==> config.mk <==
export PLATFORM = sky130hd
export DESIGN_NAME = rni_link_credit
export DESIGN_NICKNAME = d
export VERILOG_FILES = /design/src/rtl/rni_link_credit_pkg.sv /design/src/rtl/rni_crd_cnt.sv /design/src/rtl/rni_link_credit.sv
export SDC_FILE = /design/constraint.sdc
export NUM_CORES = 1
export LEC_CHECK = 0
export CORE_ASPECT_RATIO = 0.7
export CORE_UTILIZATION = 50
export DETAILED_ROUTE_END_ITERATION = 10
export GPL_TIMING_DRIVEN = 0
export PLACE_DENSITY = 0.78
export SKIP_LAST_GASP = 1
export SYNTH_ARGS = -nofsm -noshare
export SYNTH_HDL_FRONTEND = slang
export SYNTH_SLANG_ARGS = --single-unit
==> constraint.sdc <==
create_clock -name clk -period 5.2 [get_ports clk]
set_input_delay 1.04 -clock clk [delete_from_list [all_inputs] [get_ports clk]]
set_output_delay 1.04 -clock clk [all_outputs]
set_load 0.01 [all_outputs]
==> src/rtl/rni_link_credit_pkg.sv <==
// Shared link-state encodings and credit limits for the RN-I link credit engine.
package rni_link_credit_pkg;

  localparam int LL_STATE_WIDTH = 2;

  // Link state encoding is {req, ack}
  typedef enum logic [LL_STATE_WIDTH-1:0] {
    LL_STOP       = 2'b00,
    LL_DEACTIVATE = 2'b01,
    LL_ACTIVATE   = 2'b10,
    LL_RUN        = 2'b11
  } ll_state_e;

  localparam int LL_CRD_MAX = 15;

endpackage

==> src/rtl/rni_crd_cnt.sv <==
// Saturating credit counter: up to two increments and one decrement per cycle.
module rni_crd_cnt #(
  parameter int CNT_W   = 4,
  parameter int MAX_VAL = 15,
  parameter int RST_VAL = 0
) (
  input  logic             clk,
  input  logic             rst,
  input  logic             inc,
  input  logic             inc2,
  input  logic             dec,
  output logic [CNT_W-1:0] cnt,
  output logic             is_zero,
  output logic             is_max,
  output logic             ovf
);

  localparam logic [CNT_W+1:0] MAX_EXT = (CNT_W+2)'(MAX_VAL);
  localparam logic [CNT_W+1:0] ONE_EXT = (CNT_W+2)'(1);

  function automatic logic [CNT_W-1:0] sat_cnt(input logic [CNT_W+1:0] v);
    if (v > MAX_EXT) return CNT_W'(MAX_VAL);
    return v[CNT_W-1:0];
  endfunction

  logic [CNT_W+1:0] sum_ext;
  logic [CNT_W+1:0] nxt_ext;

  // Extra headroom bits let the overflow be seen before saturation hides it
  always_comb begin
    sum_ext = {2'b00, cnt} + {{(CNT_W+1){1'b0}}, inc} + {{(CNT_W+1){1'b0}}, inc2};
    nxt_ext = sum_ext;
    if (dec && (sum_ext != '0)) nxt_ext = sum_ext - ONE_EXT;
  end

  assign ovf     = (nxt_ext > MAX_EXT);
  assign is_zero = (cnt == '0);
  assign is_max  = (cnt == CNT_W'(MAX_VAL));

  always_ff @(posedge clk or posedge rst) begin
    if (rst) cnt <= CNT_W'(RST_VAL);
    else     cnt <= sat_cnt(nxt_ext);
  end

endmodule

==> src/rtl/rni_link_credit.sv <==
// RN-I link-layer L-credit engine for one CHI channel pair (RX issue/return, TX grant/send/return).
// Optional checker: define RNI_LINK_CRD_CHK_EN to enable the sticky crd_err protocol monitor.
module rni_link_credit
  import rni_link_credit_pkg::*;
#(
  parameter int RX_CRD_NUM    = 15,
  parameter int TX_CRD_MAX    = 15,
  parameter int CRD_CNT_WIDTH = 4
) (
  input  logic                      clk,
  input  logic                      rst,
  input  logic [LL_STATE_WIDTH-1:0] txlink_state,
  input  logic [LL_STATE_WIDTH-1:0] rxlink_state,
  input  logic                      rxcrd_en,
  input  logic                      lcrd_return_en,
  input  logic                      RXFLITV,
  input  logic                      rx_flit_is_lcrdreturn,
  input  logic                      rx_buf_release,
  output logic                      RXLCRDV,
  output logic                      rxcrd_cnt_full,
  input  logic                      TXLCRDV,
  input  logic                      tx_req_valid,
  output logic                      tx_req_ready,
  output logic                      TXFLITV,
  output logic                      tx_flit_is_lcrdreturn,
  output logic                      txflit_avail,
  output logic                      crd_err
);

  logic [CRD_CNT_WIDTH-1:0] rx_cnt;
  logic [CRD_CNT_WIDTH-1:0] tx_cnt;
  logic rx_zero, rx_max, rx_ovf;
  logic tx_zero, tx_max, tx_ovf;

  logic tx_run, tx_deact;
  logic rx_issue_p0, rx_lcrd_in_p0;
  logic tx_send_p0, tx_ret_p0;
  logic rxlcrdv_p1, txflitv_p1, txlcrd_ret_p1;

  // Stage p0: credit decisions from current counter state
  assign tx_run        = (txlink_state == LL_RUN);
  assign tx_deact      = (txlink_state == LL_DEACTIVATE);
  assign rx_issue_p0   = rxcrd_en & ~rx_zero;
  assign rx_lcrd_in_p0 = RXFLITV & rx_flit_is_lcrdreturn;
  assign tx_send_p0    = tx_req_valid & tx_run & ~tx_zero;
  assign tx_ret_p0     = tx_deact & lcrd_return_en & ~tx_zero;

  // A released buffer entry and a returned credit may land in the same cycle
  rni_crd_cnt #(
    .CNT_W   (CRD_CNT_WIDTH),
    .MAX_VAL (RX_CRD_NUM),
    .RST_VAL (RX_CRD_NUM)
  ) u_rx_cnt (
    .clk     (clk),
    .rst     (rst),
    .inc     (rx_buf_release),
    .inc2    (rx_lcrd_in_p0),
    .dec     (rx_issue_p0),
    .cnt     (rx_cnt),
    .is_zero (rx_zero),
    .is_max  (rx_max),
    .ovf     (rx_ovf)
  );

  rni_crd_cnt #(
    .CNT_W   (CRD_CNT_WIDTH),
    .MAX_VAL (TX_CRD_MAX),
    .RST_VAL (0)
  ) u_tx_cnt (
    .clk     (clk),
    .rst     (rst),
    .inc     (TXLCRDV),
    .inc2    (1'b0),
    .dec     (tx_send_p0 | tx_ret_p0),
    .cnt     (tx_cnt),
    .is_zero (tx_zero),
    .is_max  (tx_max),
    .ovf     (tx_ovf)
  );

  // Stage p1: registered link-side strobes
  always_ff @(posedge clk or posedge rst) begin
    if (rst) begin
      rxlcrdv_p1    <= 1'b0;
      txflitv_p1    <= 1'b0;
      txlcrd_ret_p1 <= 1'b0;
    end else begin
      rxlcrdv_p1    <= rx_issue_p0;
      txflitv_p1    <= tx_send_p0 | tx_ret_p0;
      txlcrd_ret_p1 <= tx_ret_p0;
    end
  end

  assign RXLCRDV               = rxlcrdv_p1;
  assign TXFLITV               = txflitv_p1;
  assign tx_flit_is_lcrdreturn = txlcrd_ret_p1;
  assign tx_req_ready          = tx_send_p0;
  assign txflit_avail          = tx_req_valid;
  assign rxcrd_cnt_full        = rx_max;

`ifdef RNI_LINK_CRD_CHK_EN
  logic [CRD_CNT_WIDTH-1:0] rx_out_cnt;
  logic rx_norm_flit, rx_out_zero, err_set, crd_err_q;
  logic unused_chk;

  assign rx_norm_flit = RXFLITV & ~rx_flit_is_lcrdreturn;
  assign rx_out_zero  = (rx_out_cnt == '0);

  // Credits currently held by the peer: +1 per issue, -1 per flit it spends
  always_ff @(posedge clk or posedge rst) begin
    if (rst) begin
      rx_out_cnt <= '0;
    end else if (rx_issue_p0 && !(RXFLITV && !rx_out_zero)) begin
      rx_out_cnt <= rx_out_cnt + CRD_CNT_WIDTH'(1);
    end else if (!rx_issue_p0 && RXFLITV && !rx_out_zero) begin
      rx_out_cnt <= rx_out_cnt - CRD_CNT_WIDTH'(1);
    end
  end

  assign err_set = (TXLCRDV & tx_max)
                 | (TXLCRDV & (txlink_state == LL_STOP))
                 | (rx_norm_flit & rx_out_zero)
                 | rx_ovf;

  always_ff @(posedge clk or posedge rst) begin
    if (rst)          crd_err_q <= 1'b0;
    else if (err_set) crd_err_q <= 1'b1;
  end

  assign crd_err    = crd_err_q;
  // RX link state is resolved by the handshake block into rxcrd_en
  assign unused_chk = ^{rxlink_state, rx_cnt, tx_cnt, tx_ovf};
`else
  logic unused_nochk;

  assign crd_err      = 1'b0;
  assign unused_nochk = ^{rxlink_state, rx_cnt, tx_cnt, tx_ovf, tx_max, rx_ovf};
`endif

endmodule
==> impl_metrics.ini, run 1 <==
[synth]
yosys.area.top_type = dfrtp_1
synth_enable_flop_cells = 0
synth_cells = 131
synthTopCellsByArea = dfrtp_1 (15%), ha_1 (10%), dfstp_2 (8.8%)
synth_top_flop_cell = dfrtp_1
yosys_warnings = 0
synth_fp_nets = 154
synth_compound_area_share_pct = 25.5
synthXorXnorAreaFrac_pct = 5.13
synth.ff_latch_count = 11
synth_cell_types = 56
synthAdderAreaFrac_pct = 10.5
synthMuxAreaShare_pct = 1.78
async_reset_ff_share_pct = 100
synth.avg_cell_area_sq_um = 9.13
synth_top_family_by_area = simple AND/OR/NAND/NOR gates
yosys.area_share.simple_pct = 26.4
synth_area_sq_um = 1200
ys_seq_area_share_pct = 23.4
synth_top_area_share_pct = 14.6

[placement]
place_inst = 179
place_congestion = 0.880
io_buffers = 16
dp_hpwl_microns = 2170

[setup_path]
slowest_stage = clkdlybuf4s50_1
cp-end-kind = register
critPathArrivalTime_ns = 3.64
critPathLaunchType = input pin
path_delay_family = adder cells
worstPathCellList = clkdlybuf4s50_1, ha_1, ha_1, ha_1, buf_2, xnor2_1, xnor2_1, nand2_1, o41ai_1, o31ai_1, o211ai_1
cp_slowest_stage_delay_ns = 0.43
path_depth = 11
reg2reg_depth = 10
cp_common_cell = ha_1
crit_type = input pin to register
critical_path_buf_inv_count = 2
crit_fanout = 9
critPathRequiredTime_ns = 5.39

[clocking]
clkTransAtPathRegs_ns = 0.08
cts_tree = done
clock_path_buffers = 2
clock_insertion_delay_worst_skew_ns = 0.27
hold_buffers = 0
htree_num_levels = 1
cts.sinks = 11
post_cts_buffers = 0
root_buffer = clkbuf_4
numCtsBuffers = 3
cts_resized = 0

[run_status]
status = completed

[sta]
fin_crit_sh_pct = 66.5
setup_tns_ns = 0
period_needed_ns = 3.46
rsz0062_at_grt = no
drv_slew = 0
final-hold-violation-count = 0
clock.fmax_mhz = 289
setup_viol = 0
finClkSkew_ns = 0.00654

[global_routing]
grt_max_degree = 12
track_usage_pct = 24.1
grt_antenna_before_repair = 0
overflow = 0
grt_pass1_wl_microns = 4620
grt_pass1_vias = 1036

[layout]
layout.cells.non_filler = 183
regArea_sq_um = 280
syn2layout_area_growth_pct = 19.0
nets = 175
antennaDiodeCount = 0
drive_gt1_share_pct = 20.5
n_fill_cell = 190
multi_input_area_sq_um = 832

[detailed_routing]
vias_per_cell = 5.85
routedWlPerCell_microns = 15.0
wl_microns = 2740
firstDrtPassIters = 4
antenna_left = 0
drc_errors = 0
num_vias = 1071
drt-initial-drc-count = 64

[floorplanning]
core_sq_um = 2210
fp.dieH_microns = 42.9
ios = 20
die-area_sq_um = 2590
num_rows = 14
start_util_pct = 54.2
chipWidth_microns = 60.5

[hold_path]
hold_class = register to register
whs_path_depth = 2

[power_and_ir_drop]
finalPower_uw = 786
power.leakage_uw = 0.000613
ir_drop_mv = 0.253
power.density_nw_per_um2 = 552

[job]
maxCapViolCount = 0
power breakdown:
group          internal (uW)  total, uW  switching [uW]
Sequential               135        178            42.6
Combinational            239        549             310
Clock                   28.5       59.7            31.2
stage by stage:
step	hold slack [ns]	utilization [%]	cell area (sq um)	setup WS, ns
finish	0.663	64.5	1420	1.74
global route	0.717	64.5	1420	1.65
CTS	0.670	64.5	1420	1.81
detailed placement	0.648	63.3	1400	1.52
global placement	0.639	63.3	1400	1.60
floorplan	0.590	-	1200	2.23
cell type report:
| cell class | instances | share of cell area (%) |
|---|---|---|
| repair buffers | 16 | 11.2 |
| plain buffers | 7 | 4.04 |
| clock buffers | 3 | 1.58 |
| inverters | 7 | 1.85 |
| well taps | 32 | 2.81 |
| flip-flops and latches | 11 | 19.7 |
| clock inverters | 1 | 0.351 |
| multi-input cells | 106 | 58.4 |
routing by layer:
metal  track usage (%)  share of wire, %
met1              33.5                49
met2              39.6                47
met3              3.35               4.4
met4              5.00                 0
met5                 0                 0
state kept, by name (all words and copies together) (netlist names):
name / cells
u_rx_cnt.cnt: 4
u_tx_cnt.cnt: 4
RXLCRDV: 1
tx_flit_is_lcrdreturn: 1
TXFLITV: 1
worst register-to-register path: cells and delay by family (launching register included):
kind | cells | cell delay, ns
compound gates | 3 | 0.64
xor+xnor | 2 | 0.42
fa+ha+maj | 3 | 0.70
buf+inv | 1 | 0.16
flops | 1 | 0.57
simple gates | 1 | 0.17
path summary, 6_finish.rpt:
path                                      start                    end  slack [ns]
worst max-delay path             rx_buf_release        u_rx_cnt.cnt[1]        1.74
worst min-delay path            u_tx_cnt.cnt[0]  tx_flit_is_lcrdreturn        0.66
worst max register to register  u_rx_cnt.cnt[0]        u_rx_cnt.cnt[1]        2.44
worst min register to register  u_tx_cnt.cnt[0]  tx_flit_is_lcrdreturn        0.66
max in group asynchronous                   rst        u_rx_cnt.cnt[3]        3.81
min in group asynchronous                   rst                TXFLITV        1.06
cell usage after synthesis, types with 2 or more instances:
library cell  number
a21oi_2            3
and4bb_1           2
o211ai_1           2
nor2_1            11
a21oi_1            2
nand2_1           11
inv_1              7
nand3b_1           2
o21ai_0            2
a31oi_1            2
and2_1             2
nor3_1             4
dfrtp_1            7
o21ai_1            3
buf_4              3
and4b_1            2
buf_2              2
nand2b_1           2
o21ai_2            2
xnor2_1            4
nor4b_1            4
nand3_1            2
o21a_1             2
xor2_1             3
ha_1              10
o211a_1            2
dfstp_2            4
cell families after synthesis:
group           Yosys count
simple gates             52
buf+inv                  14
fa+ha+maj                10
mux                       2
other cells               1
compound gates           34
flops                    11
xor+xnor                  7
cell usage in the layout (no fill, tap or decap), types with 3 or more instances in the layout:
cell type and count:
a21oi_2 3, buf_4 3, clkbuf_4 3, clkdlybuf4s50_1 16
dfrtp_1 7, dfstp_2 4, ha_1 10, inv_1 7
nand2_1 11, nor2_1 11, nor3_1 4, nor4b_1 4
o21ai_1 3, xnor2_1 4, xor2_1 3
No activity file was read; power rests on OpenSTA's default activity.
==> run 2, diff against run 1 <==
==> constraint.sdc (replaced) <==
create_clock -name clk -period 3.33 [get_ports clk]
set_input_delay 0.666 -clock clk [delete_from_list [all_inputs] [get_ports clk]]
set_output_delay 0.666 -clock clk [all_outputs]
set_load 0.01 [all_outputs]
==> results of run 2 <==
The final DEF is identical to that of run 1. Status: completed.
Among the figures that moved: setup slack after placement 1.52 ns -> 0.0267 ns; setup slack after layout 1.74 ns -> 0.248 ns; register-to-register setup slack 2.44 ns -> 0.57 ns; total power 786 uW -> 1230 uW; worst IR drop on VDD 0.253 mV -> 0.394 mV
==> run 3, diff against run 2 <==
--- a/config.mk
+++ b/config.mk
@@ -9,6 +9,7 @@
 export CORE_UTILIZATION = 50
 export DETAILED_ROUTE_END_ITERATION = 10
 export GPL_TIMING_DRIVEN = 0
+export HOLD_SLACK_MARGIN = 0.05
 export PLACE_DENSITY = 0.78
 export SKIP_LAST_GASP = 1
 export SYNTH_ARGS = -nofsm -noshare
==> constraint.sdc (replaced) <==
create_clock -name clk -period 3.3 [get_ports clk]
set_input_delay 0.66 -clock clk [delete_from_list [all_inputs] [get_ports clk]]
set_output_delay 0.66 -clock clk [all_outputs]
set_load 0.01 [all_outputs]
==> results of run 3 <==
The final DEF is identical to that of run 1. Status: completed.
Among the figures that moved: setup slack after placement 1.52 ns -> 0.00272 ns; setup slack after layout 1.74 ns -> 0.224 ns; register-to-register setup slack 2.44 ns -> 0.54 ns; total power 786 uW -> 1240 uW; worst IR drop on VDD 0.253 mV -> 0.398 mV
